## src/rtl/upc_display_sequencer_if.sv

```systemverilog
// Scanner-side bundle for the UPC display sequencer.
//   scan_valid/scan_code/scan_ready : ready/valid push of 3-bit item codes
//   hold/skip                       : display flow control
//   bcd/disp_en                     : code and enable towards the HEX UPC decoder
//   err                             : one-cycle pulse when an illegal code is discarded
//   count                           : entries waiting behind the displayed item
interface upc_display_sequencer_if #(
  parameter int DEPTH = 4
);
  logic                     scan_valid;
  logic [2:0]               scan_code;
  logic                     scan_ready;
  logic                     hold;
  logic                     skip;
  logic [2:0]               bcd;
  logic                     disp_en;
  logic                     err;
  logic [$clog2(DEPTH):0]   count;

  modport master (
    output scan_valid, scan_code, hold, skip,
    input  scan_ready, bcd, disp_en, err, count
  );

  modport slave (
    input  scan_valid, scan_code, hold, skip,
    output scan_ready, bcd, disp_en, err, count
  );
endinterface

```

## src/rtl/upc_display_sequencer.sv

```systemverilog
// Queues legal UPC item codes and presents them one at a time to the HEX UPC
// decoder, each for DWELL cycles. Codes 2 and 7 are dropped with an err pulse
// so the decoder never receives an undefined input.
// Ports:
//   clk   : system clock, rising edge
//   rst_n : asynchronous active-low reset
//   bus   : upc_display_sequencer_if.slave (scan push, hold/skip, display outputs)
//
// state  | meaning
// -------+-------------------------------------------------------------
// S_IDLE | nothing displayed (disp_en=0), waiting for a queued item
// S_SHOW | bcd live; dwell counter running unless hold is asserted
module upc_display_sequencer #(
  parameter int DEPTH = 4,
  parameter int DWELL = 50_000_000,
  parameter int CW    = 26
) (
  input  logic                  clk,
  input  logic                  rst_n,
  upc_display_sequencer_if.slave bus
);
  localparam int              AW   = $clog2(DEPTH);
  localparam logic [CW-1:0]   LAST = CW'(DWELL - 1);
  localparam logic [AW:0]     FULL = (AW + 1)'(DEPTH);

  typedef enum logic {S_IDLE, S_SHOW} state_t;

  state_t         r_state;
  state_t         w_next_state;
  logic [2:0]     r_mem [DEPTH];
  logic [AW-1:0]  r_wr_ptr;
  logic [AW-1:0]  r_rd_ptr;
  logic [AW:0]    r_count;
  logic [CW-1:0]  r_cnt;
  logic [2:0]     r_bcd;
  logic           r_disp_en;
  logic           r_err;

  logic           w_ready;
  logic           w_legal;
  logic           w_hs;
  logic           w_push;
  logic           w_reject;
  logic           w_empty;
  logic           w_item_end;
  logic           w_pop;
  logic           w_cnt_clr;
  logic           w_cnt_inc;
  logic           w_disp_en_nxt;

  // Readiness looks only at the registered count, so a pop in the same
  // cycle never opens a slot for the push.
  assign w_ready    = (r_count != FULL);
  assign w_legal    = (bus.scan_code != 3'd2) && (bus.scan_code != 3'd7);
  assign w_hs       = bus.scan_valid & w_ready;
  assign w_push     = w_hs & w_legal;
  assign w_reject   = w_hs & ~w_legal;
  assign w_empty    = (r_count == '0);
  // Skip and dwell expiry collapse into one end-of-item event; hold masks both.
  assign w_item_end = ~bus.hold & ((r_cnt == LAST) | bus.skip);

  always_comb begin
    w_next_state  = r_state;
    w_pop         = 1'b0;
    w_cnt_clr     = 1'b0;
    w_cnt_inc     = 1'b0;
    w_disp_en_nxt = r_disp_en;
    case (r_state)
      S_IDLE: begin
        if (!w_empty && !bus.hold) begin
          w_pop         = 1'b1;
          w_cnt_clr     = 1'b1;
          w_disp_en_nxt = 1'b1;
          w_next_state  = S_SHOW;
        end
      end
      S_SHOW: begin
        if (w_item_end) begin
          w_cnt_clr = 1'b1;
          if (!w_empty) begin
            w_pop = 1'b1;
          end else begin
            w_disp_en_nxt = 1'b0;
            w_next_state  = S_IDLE;
          end
        end else if (!bus.hold) begin
          w_cnt_inc = 1'b1;
        end
      end
      default: w_next_state = S_IDLE;
    endcase
  end

  always_ff @(posedge clk or negedge rst_n) begin
    if (!rst_n) begin
      r_state   <= S_IDLE;
      r_wr_ptr  <= '0;
      r_rd_ptr  <= '0;
      r_count   <= '0;
      r_cnt     <= '0;
      r_bcd     <= 3'd0;
      r_disp_en <= 1'b0;
      r_err     <= 1'b0;
    end else begin
      r_state   <= w_next_state;
      r_disp_en <= w_disp_en_nxt;
      r_err     <= w_reject;
      if (w_push) begin
        r_wr_ptr <= r_wr_ptr + 1'b1;
      end
      if (w_pop) begin
        r_bcd    <= r_mem[r_rd_ptr];
        r_rd_ptr <= r_rd_ptr + 1'b1;
      end
      case ({w_push, w_pop})
        2'b10:   r_count <= r_count + 1'b1;
        2'b01:   r_count <= r_count - 1'b1;
        default: r_count <= r_count;
      endcase
      if (w_cnt_clr) begin
        r_cnt <= '0;
      end else if (w_cnt_inc) begin
        r_cnt <= r_cnt + 1'b1;
      end
    end
  end

  // Queue storage carries no reset; only the pointers define valid contents.
  always_ff @(posedge clk) begin
    if (w_push) begin
      r_mem[r_wr_ptr] <= bus.scan_code;
    end
  end

  assign bus.scan_ready = w_ready;
  assign bus.bcd        = r_bcd;
  assign bus.disp_en    = r_disp_en;
  assign bus.err        = r_err;
  assign bus.count      = r_count;
endmodule
```

## src/flat_wrapper.sv

```systemverilog
// flat-port wrapper written by rule: the top's interface ports become plain ports
module upc_display_sequencer_flat 
#(
  parameter int DEPTH = 4,
  parameter int DWELL = 50_000_000,
  parameter int CW    = 26
)
  (clk, rst_n, bus_scan_valid, bus_scan_code, bus_hold, bus_skip, bus_scan_ready, bus_bcd, bus_disp_en, bus_err, bus_count);
  upc_display_sequencer_if #(.DEPTH(DEPTH)) bus_i ();
  input  logic clk;
  input  logic rst_n;
  input wire logic [$bits(bus_i.scan_valid)-1:0] bus_scan_valid;
  input wire logic [$bits(bus_i.scan_code)-1:0] bus_scan_code;
  input wire logic [$bits(bus_i.hold)-1:0] bus_hold;
  input wire logic [$bits(bus_i.skip)-1:0] bus_skip;
  output wire logic [$bits(bus_i.scan_ready)-1:0] bus_scan_ready;
  output wire logic [$bits(bus_i.bcd)-1:0] bus_bcd;
  output wire logic [$bits(bus_i.disp_en)-1:0] bus_disp_en;
  output wire logic [$bits(bus_i.err)-1:0] bus_err;
  output wire logic [$bits(bus_i.count)-1:0] bus_count;
  assign bus_i.scan_valid = bus_scan_valid;
  assign bus_i.scan_code = bus_scan_code;
  assign bus_i.hold = bus_hold;
  assign bus_i.skip = bus_skip;
  assign bus_scan_ready = bus_i.scan_ready;
  assign bus_bcd = bus_i.bcd;
  assign bus_disp_en = bus_i.disp_en;
  assign bus_err = bus_i.err;
  assign bus_count = bus_i.count;
  upc_display_sequencer #(.DEPTH(DEPTH), .DWELL(DWELL), .CW(CW)) u_core (.clk(clk), .rst_n(rst_n), .bus(bus_i));
endmodule
```

## config.mk

```make
export PLATFORM = sky130hd
export DESIGN_NAME = upc_display_sequencer_flat
export DESIGN_NICKNAME = d
export VERILOG_FILES = /design/src/rtl/upc_display_sequencer_if.sv /design/src/rtl/upc_display_sequencer.sv /design/src/flat_wrapper.sv
export SDC_FILE = /design/constraint.sdc
export NUM_CORES = 1
export LEC_CHECK = 0
export BUFFER_PORTS_ARGS = -buffer_cell sky130_fd_sc_hd__buf_2
export CORE_ASPECT_RATIO = 1.2
export CORE_UTILIZATION = 60
export CTS_BUF_LIST = sky130_fd_sc_hd__clkbuf_2 sky130_fd_sc_hd__clkbuf_4 sky130_fd_sc_hd__clkbuf_8
export CTS_CLUSTER_DIAMETER = 150
export DETAILED_ROUTE_END_ITERATION = 12
export PLACE_DENSITY = 0.88
export SLEW_MARGIN = 20
export SYNTH_ARGS = -nofsm -noshare
export SYNTH_HDL_FRONTEND = slang
export SYNTH_SLANG_ARGS = --single-unit
export TNS_END_PERCENT = 1
```

## constraint.sdc

```tcl
create_clock -name clk -period 3.2 [get_ports clk]
set_clock_uncertainty 0.1 [all_clocks]
set_input_delay 0.8 -clock clk [delete_from_list [all_inputs] [get_ports clk]]
set_output_delay 0.8 -clock clk [all_outputs]
set_load 0.01 [all_outputs]
```

# == Yosys cells after proc, flatten, opt, wreduce, memory -nomap -nowiden ==
# Memories as Yosys holds them, arrays and structs flattened. A register that Yosys moved wholly into a read port is not among the register bits.
# Index checks and enable logic that the tools add are counted.
# word_totals
n_memories,1
rom_bits,0
elab_cells,59
reg_bits,36
output_inout_bits,9
latchBits,0
mem_bits_rw,12
in_bits,8
# mem_list
memory,words,word_bits,rd,rd_ports_with_merged_regs,write_ports,line_no,rtl
u_core.r_mem,4,3,1,1,1,upc_display_sequencer.sv:30,logic [2:0] r_mem [DEPTH];
# classes
add_sub_neg,5
n_shift,0
magnitude_cmp,0
muxes,20
n_reduce_logical,9
n_eq_ne,9
div_mod_pow,0
multipliers,0
n_bitwise,8
# ops
cell,count
$mux 26,2
$add 26x1->26 const B,1
$eq 26x26->1 const B,1
$mux 1,13
$pmux 1 s2,4
$ne 3x3->1 const B,2
$pmux 3 s2,1
$add 2x1->2 const B,2
$and 1x1->1,4
$ne 2x2->1 const B,2
$reduce_bool 2->1,2
$add 3x1->3 const B,1
$logic_not 1->1,3
$logic_not 3->1,1
$ne 3x2->1 const B,1
$not 1->1,3
$reduce_and 3->1,1
$sub 3x1->3 const B,1
$eq 2x1->1 const B,1
$eq 2x2->1 const B,1
$logic_and 1x1->1,2
$ne 2x1->1 const B,1
$or 1x1->1,1

# == Depth between registers and ports, before layout ==
# logic_depth
ltp_word,7
ltp_mapped,12
depth_no_buf,12

# == Worst setup path after synthesis ==
# OpenSTA, ideal clock, no wires.
# synth_timing
path_kind,register to register
from,reg u_core.r_cnt[8]
to,reg u_core.r_count[2] (netlist: u_core.bus.count[2])
path_buffers,0
stages_incl_launch_ff,12
required_ns,3.021
setup_time_ns,0.079
slack_ns,0.371
arrival_ns,2.650
synth_period_minus_slack_ns,2.829
cell_sequence,dfrtp_1 -> or4_1 -> nor4_2 -> a31oi_2 -> nand2b_4 -> inv_1 -> ha_1 -> inv_1 -> fa_1 -> xor2_1 -> nor2_1 -> xor2_1
# synth_via
elab_chain_cells,7
word_cells_on_any_way,9
cone_classes,eq/ne: 3; mux: 3; bitwise: 2; reduce/logical: 1
# synth_rtl
item,line_no,rtl
"start, declared",upc_display_sequencer.sv:34,logic [CW-1:0] r_cnt;
"start signal, assigned",upc_display_sequencer.sv:123,r_cnt <= r_cnt + 1'b1;
$eq 26x26->1 (*),upc_display_sequencer.sv:60,assign w_item_end = ~bus.hold & ((r_cnt == LAST) | bus.skip);
$or 1x1->1 (*),upc_display_sequencer.sv:60,
$and 1x1->1 (*),upc_display_sequencer.sv:60,
$mux 1 (*),upc_display_sequencer.sv:78,if (w_item_end) begin
$pmux 1 s2 (*),upc_display_sequencer.sv:68,case (r_state)
named net u_core.w_pop,upc_display_sequencer.sv:46,logic w_pop;
$eq 2x1->1 or $eq 2x2->1 (tied branches),upc_display_sequencer.sv:115,"case ({w_push, w_pop})"
$pmux 3 s2 or $reduce_bool 2->1 (tied branches),-,
"end signal, assigned",upc_display_sequencer.sv:116,2'b10: r_count <= r_count + 1'b1;
"end signal, assigned",upc_display_sequencer.sv:117,2'b01: r_count <= r_count - 1'b1;
"end signal, assigned",upc_display_sequencer.sv:118,default: r_count <= r_count;
"end, declared",upc_display_sequencer.sv:33,logic [AW:0] r_count;
# Mark *: on every way through the listed nets, which the timed path passes. The rest lies on a longest branch.
# A chain may end at the register's enable or synchronous reset.

# == Worst setup path in the final report ==
# layout_timing
from,reg u_core.r_cnt[7]
to,reg u_core.r_count[2] (netlist: u_core.bus.count[2])
# Same word-level chain as after synthesis.

==> metrics.cfg <==
[outcome]
status = complete, no violations

[timing]
slew_headroom_pct = 42.2
drv_slew = 0
finalSetupViolations = 0
tns_ns = 0
worst_pin_slew_ns = 0.867
hold_violations = 0
fin_crit_ns = 3.12
min_period_over_period_pct = 97.6
fmax_mhz = 320
postLayoutSetupSlackWorst_ns = 0.0758

[yosys]
syn_nets = 261
synth-edff-count = 12
synthAdderAreaFrac_pct = 3.63
ys_seq_area_share_pct = 51.0
synth-xor-area-share_pct = 3.01
synth-async-reset-ratio_pct = 76.5
synth_commonest_cells = dfrtp_1 (39), a31oi_1 (23), nand2_1 (20)
synth_top_family_by_area = simple AND/OR/NAND/NOR gates
syn_area_per_cell_sq_um = 10.7
synthFlopType = dfrtp_1
yosys_warnings = 0
syn-cell-area_sq_um = 2620
synth_compound_area_share_pct = 11.8
yosysTopAreaCellShare_pct = 37.2
yosysMostFrequentCell = dfrtp_1
synthTopCellsByArea = dfrtp_1 (37%), edfxtp_1 (14%), a31oi_1 (5.5%)
synth_cells = 246
ys_ff_latch = 51
synth_simple_gate_area_share_pct = 21.6
muxShareOfSynthArea_pct = 5.44
yosysTopAreaCell = dfrtp_1
synth_cell_type_count = 42

[hold_path]
holdCritStartpoint = u_core.bus.bcd[0]
holdPathStages = 1
hold_end = u_core.bus.bcd[0]
hp-class = reg2reg

[setup_path]
worst-path-buf-inv = 2
crit_type = reg2reg
path_cells = or4bb_4 > nor4_4 > a31oi_4 > nand2b_4 > inv_1 > ha_2 > inv_1 > fa_1 > xor2_1 > nor2_1 > xor2_1
cp_slowest_cell = or4bb_4
crit_family = simple AND/OR/NAND/NOR gates
reg2reg_from = u_core.r_cnt[7]
worstSetupStartpointType = flop
r2r_cells = 11
cp.required_ns = 3.33
timing.rr.end = u_core.bus.count[2]
cp-end-kind = flop
r2r_slack_ns = 0.08
cp_max_fo = 5
arrival_ns = 3.25
slowest_delay_ns = 0.57

[drt]
vias = 2055
routed_wl_um = 5890
drtIter0Drc = 175
route.detailed.drc = 0
wl_per_cell_um = 18.3
dr.pass1.iters = 4
drt-vias-per-instance = 6.38
postRouteAntennaNets = 0

[floorplanning]
core-area_sq_um = 4070
die-area_sq_um = 4640
die_width_um = 62.3
num_rows = 25
dieHeight_um = 74.4
pin_count = 17
initial_core_util_pct = 64.4

[power]
power_density_nw_per_um2 = 610
ir_drop_mv = 0.520
p_leak_nw = 1.23

[final_layout]
layout.nets = 282
area_growth_pct = 11.1
drive_above_1_share_pct = 17.2
diodes = 0
finalNonFillerCells = 322
nFillCells = 276

[global_routing]
gr-usage-all-layers_pct = 27.0
antenna_found_initial = 0
overflow = 0
grt_pass1_vias = 1944
grt_pass1_wl_um = 9290
grt_max_degree = 46

[cts]
cts_max_level = 2
cts-hold-fix-buffers = 0
clk_latency_ns = 0.30
clkTransAtPathRegs_ns = 0.09
ctsLongestPathBuffers = 2
clock_tree.root_cell = clkbuf_8
clock-sinks = 51
cts_buffers = 5
cts_tree = built

[run]
max_cap_viol_count = 0

[place]
dp_slack_ns = 0.149
hpwl_um = 3700
dp.cells = 312
io_buffers = 16
place.gp.congestion = 0.874

[worst max path at each step]
stage	from	to	slack, ns	depth (start not counted)
global route	u_core.r_cnt[7]	u_core.bus.count[2]	-0.003	11
finish	u_core.r_cnt[7]	u_core.bus.count[2]	0.08	11
CTS	u_core.r_cnt[8]	u_core.bus.count[2]	0.06	11
detailed placement	u_core.r_cnt[8]	u_core.bus.count[2]	0.15	11
global placement	u_core.r_cnt[8]	u_core.bus.count[2]	0.33	11
floorplan	u_core.r_cnt[8]	u_core.bus.count[2]	0.37	11
[timing repair]
action,in CTS,in global routing
setup buffers,0,2
setup endpoints to repair,0,1
gates resized for setup,0,5
[area by class of cell]
cell class | count | area (sq um) | area share (%)
Inverter | 11 | 41.3 | 1.42
Multi-Input combinational cell | 175 | 1220 | 41.8
Sequential cell | 51 | 1340 | 46.0
Timing Repair Buffer | 23 | 133 | 4.56
Tap cell | 54 | 67.6 | 2.32
Clock buffer | 6 | 76.3 | 2.62
Clock inverter | 2 | 37.5 | 1.29
[stage by stage]
stage	hold slack [ns]	total power [mW]	util, %	instance area, sq um
6_report	0.408	1.77	71.6	2910
5_1_grt	0.424	1.86	71.6	2910
4_1_cts	0.405	1.78	70.8	2880
3_5_place_dp	0.391	1.32	68.0	2760
3_3_place_gp	0.378	1.29	68.0	2760
2_1_floorplan	0.355	1.18	-	2620
[where the power goes]
group / internal [mW] / total [mW] / switching (mW)
Combinational: 0.203 / 0.448 / 0.245
Clock: 0.242 / 0.454 / 0.213
Sequential: 0.774 / 0.872 / 0.0979
Total: 1.22 / 1.77 / 0.556
[layout by cell type, fill, tap and decap left out, drive strengths merged, types with 2 or more instances in the layout]
master,instances
and2,9
nand2,20
a21oi,8
o21ai,6
nand2b,12
clkbuf,6
xor2,5
edfxtp,12
inv,11
mux2i,3
xnor2,4
nand4,10
ha,6
mux4,3
mux2,4
and3,7
nor2,12
dfrtp,39
nand3,11
o31ai,3
a31oi,24
o22ai,2
nor3,5
and4,3
buf,23
a41oi,2
nor4,5
a21o,3
[state kept, by name, indices dropped and copies added (netlist names)]
| name | count |
|---|---|
| u_core.bus.count | 3 |
| u_core.r_state | 1 |
| u_core.bus.disp_en | 1 |
| u_core.r_cnt | 26 |
| u_core.r_wr_ptr | 2 |
| u_core.bus.err | 1 |
| u_core.r_rd_ptr | 2 |
| u_core.bus.bcd | 3 |
| u_core.r_mem | 12 |
[per-layer routing]
metal	vias up	wire [um]	global-route usage (%)	part of all wire, %
met2	75	3060	47.1	52
met5	-	0	0	0
met1	1004	2380	32.0	40
met4	0	201	16.0	3.4
met3	17	242	4.45	4.1
li1	959	-	-	-
[cells by family after synthesis]
| kind of cell | count (synthesis) |
|---|---|
| adder cells (fa/ha/maj) | 7 |
| AO/OA/AOI/OAI | 49 |
| buffers and inverters | 20 |
| AND/OR/NAND/NOR | 100 |
| flip-flops | 51 |
| multiplexers | 10 |
| XOR/XNOR | 9 |
(Power assumes the default switching activity.)
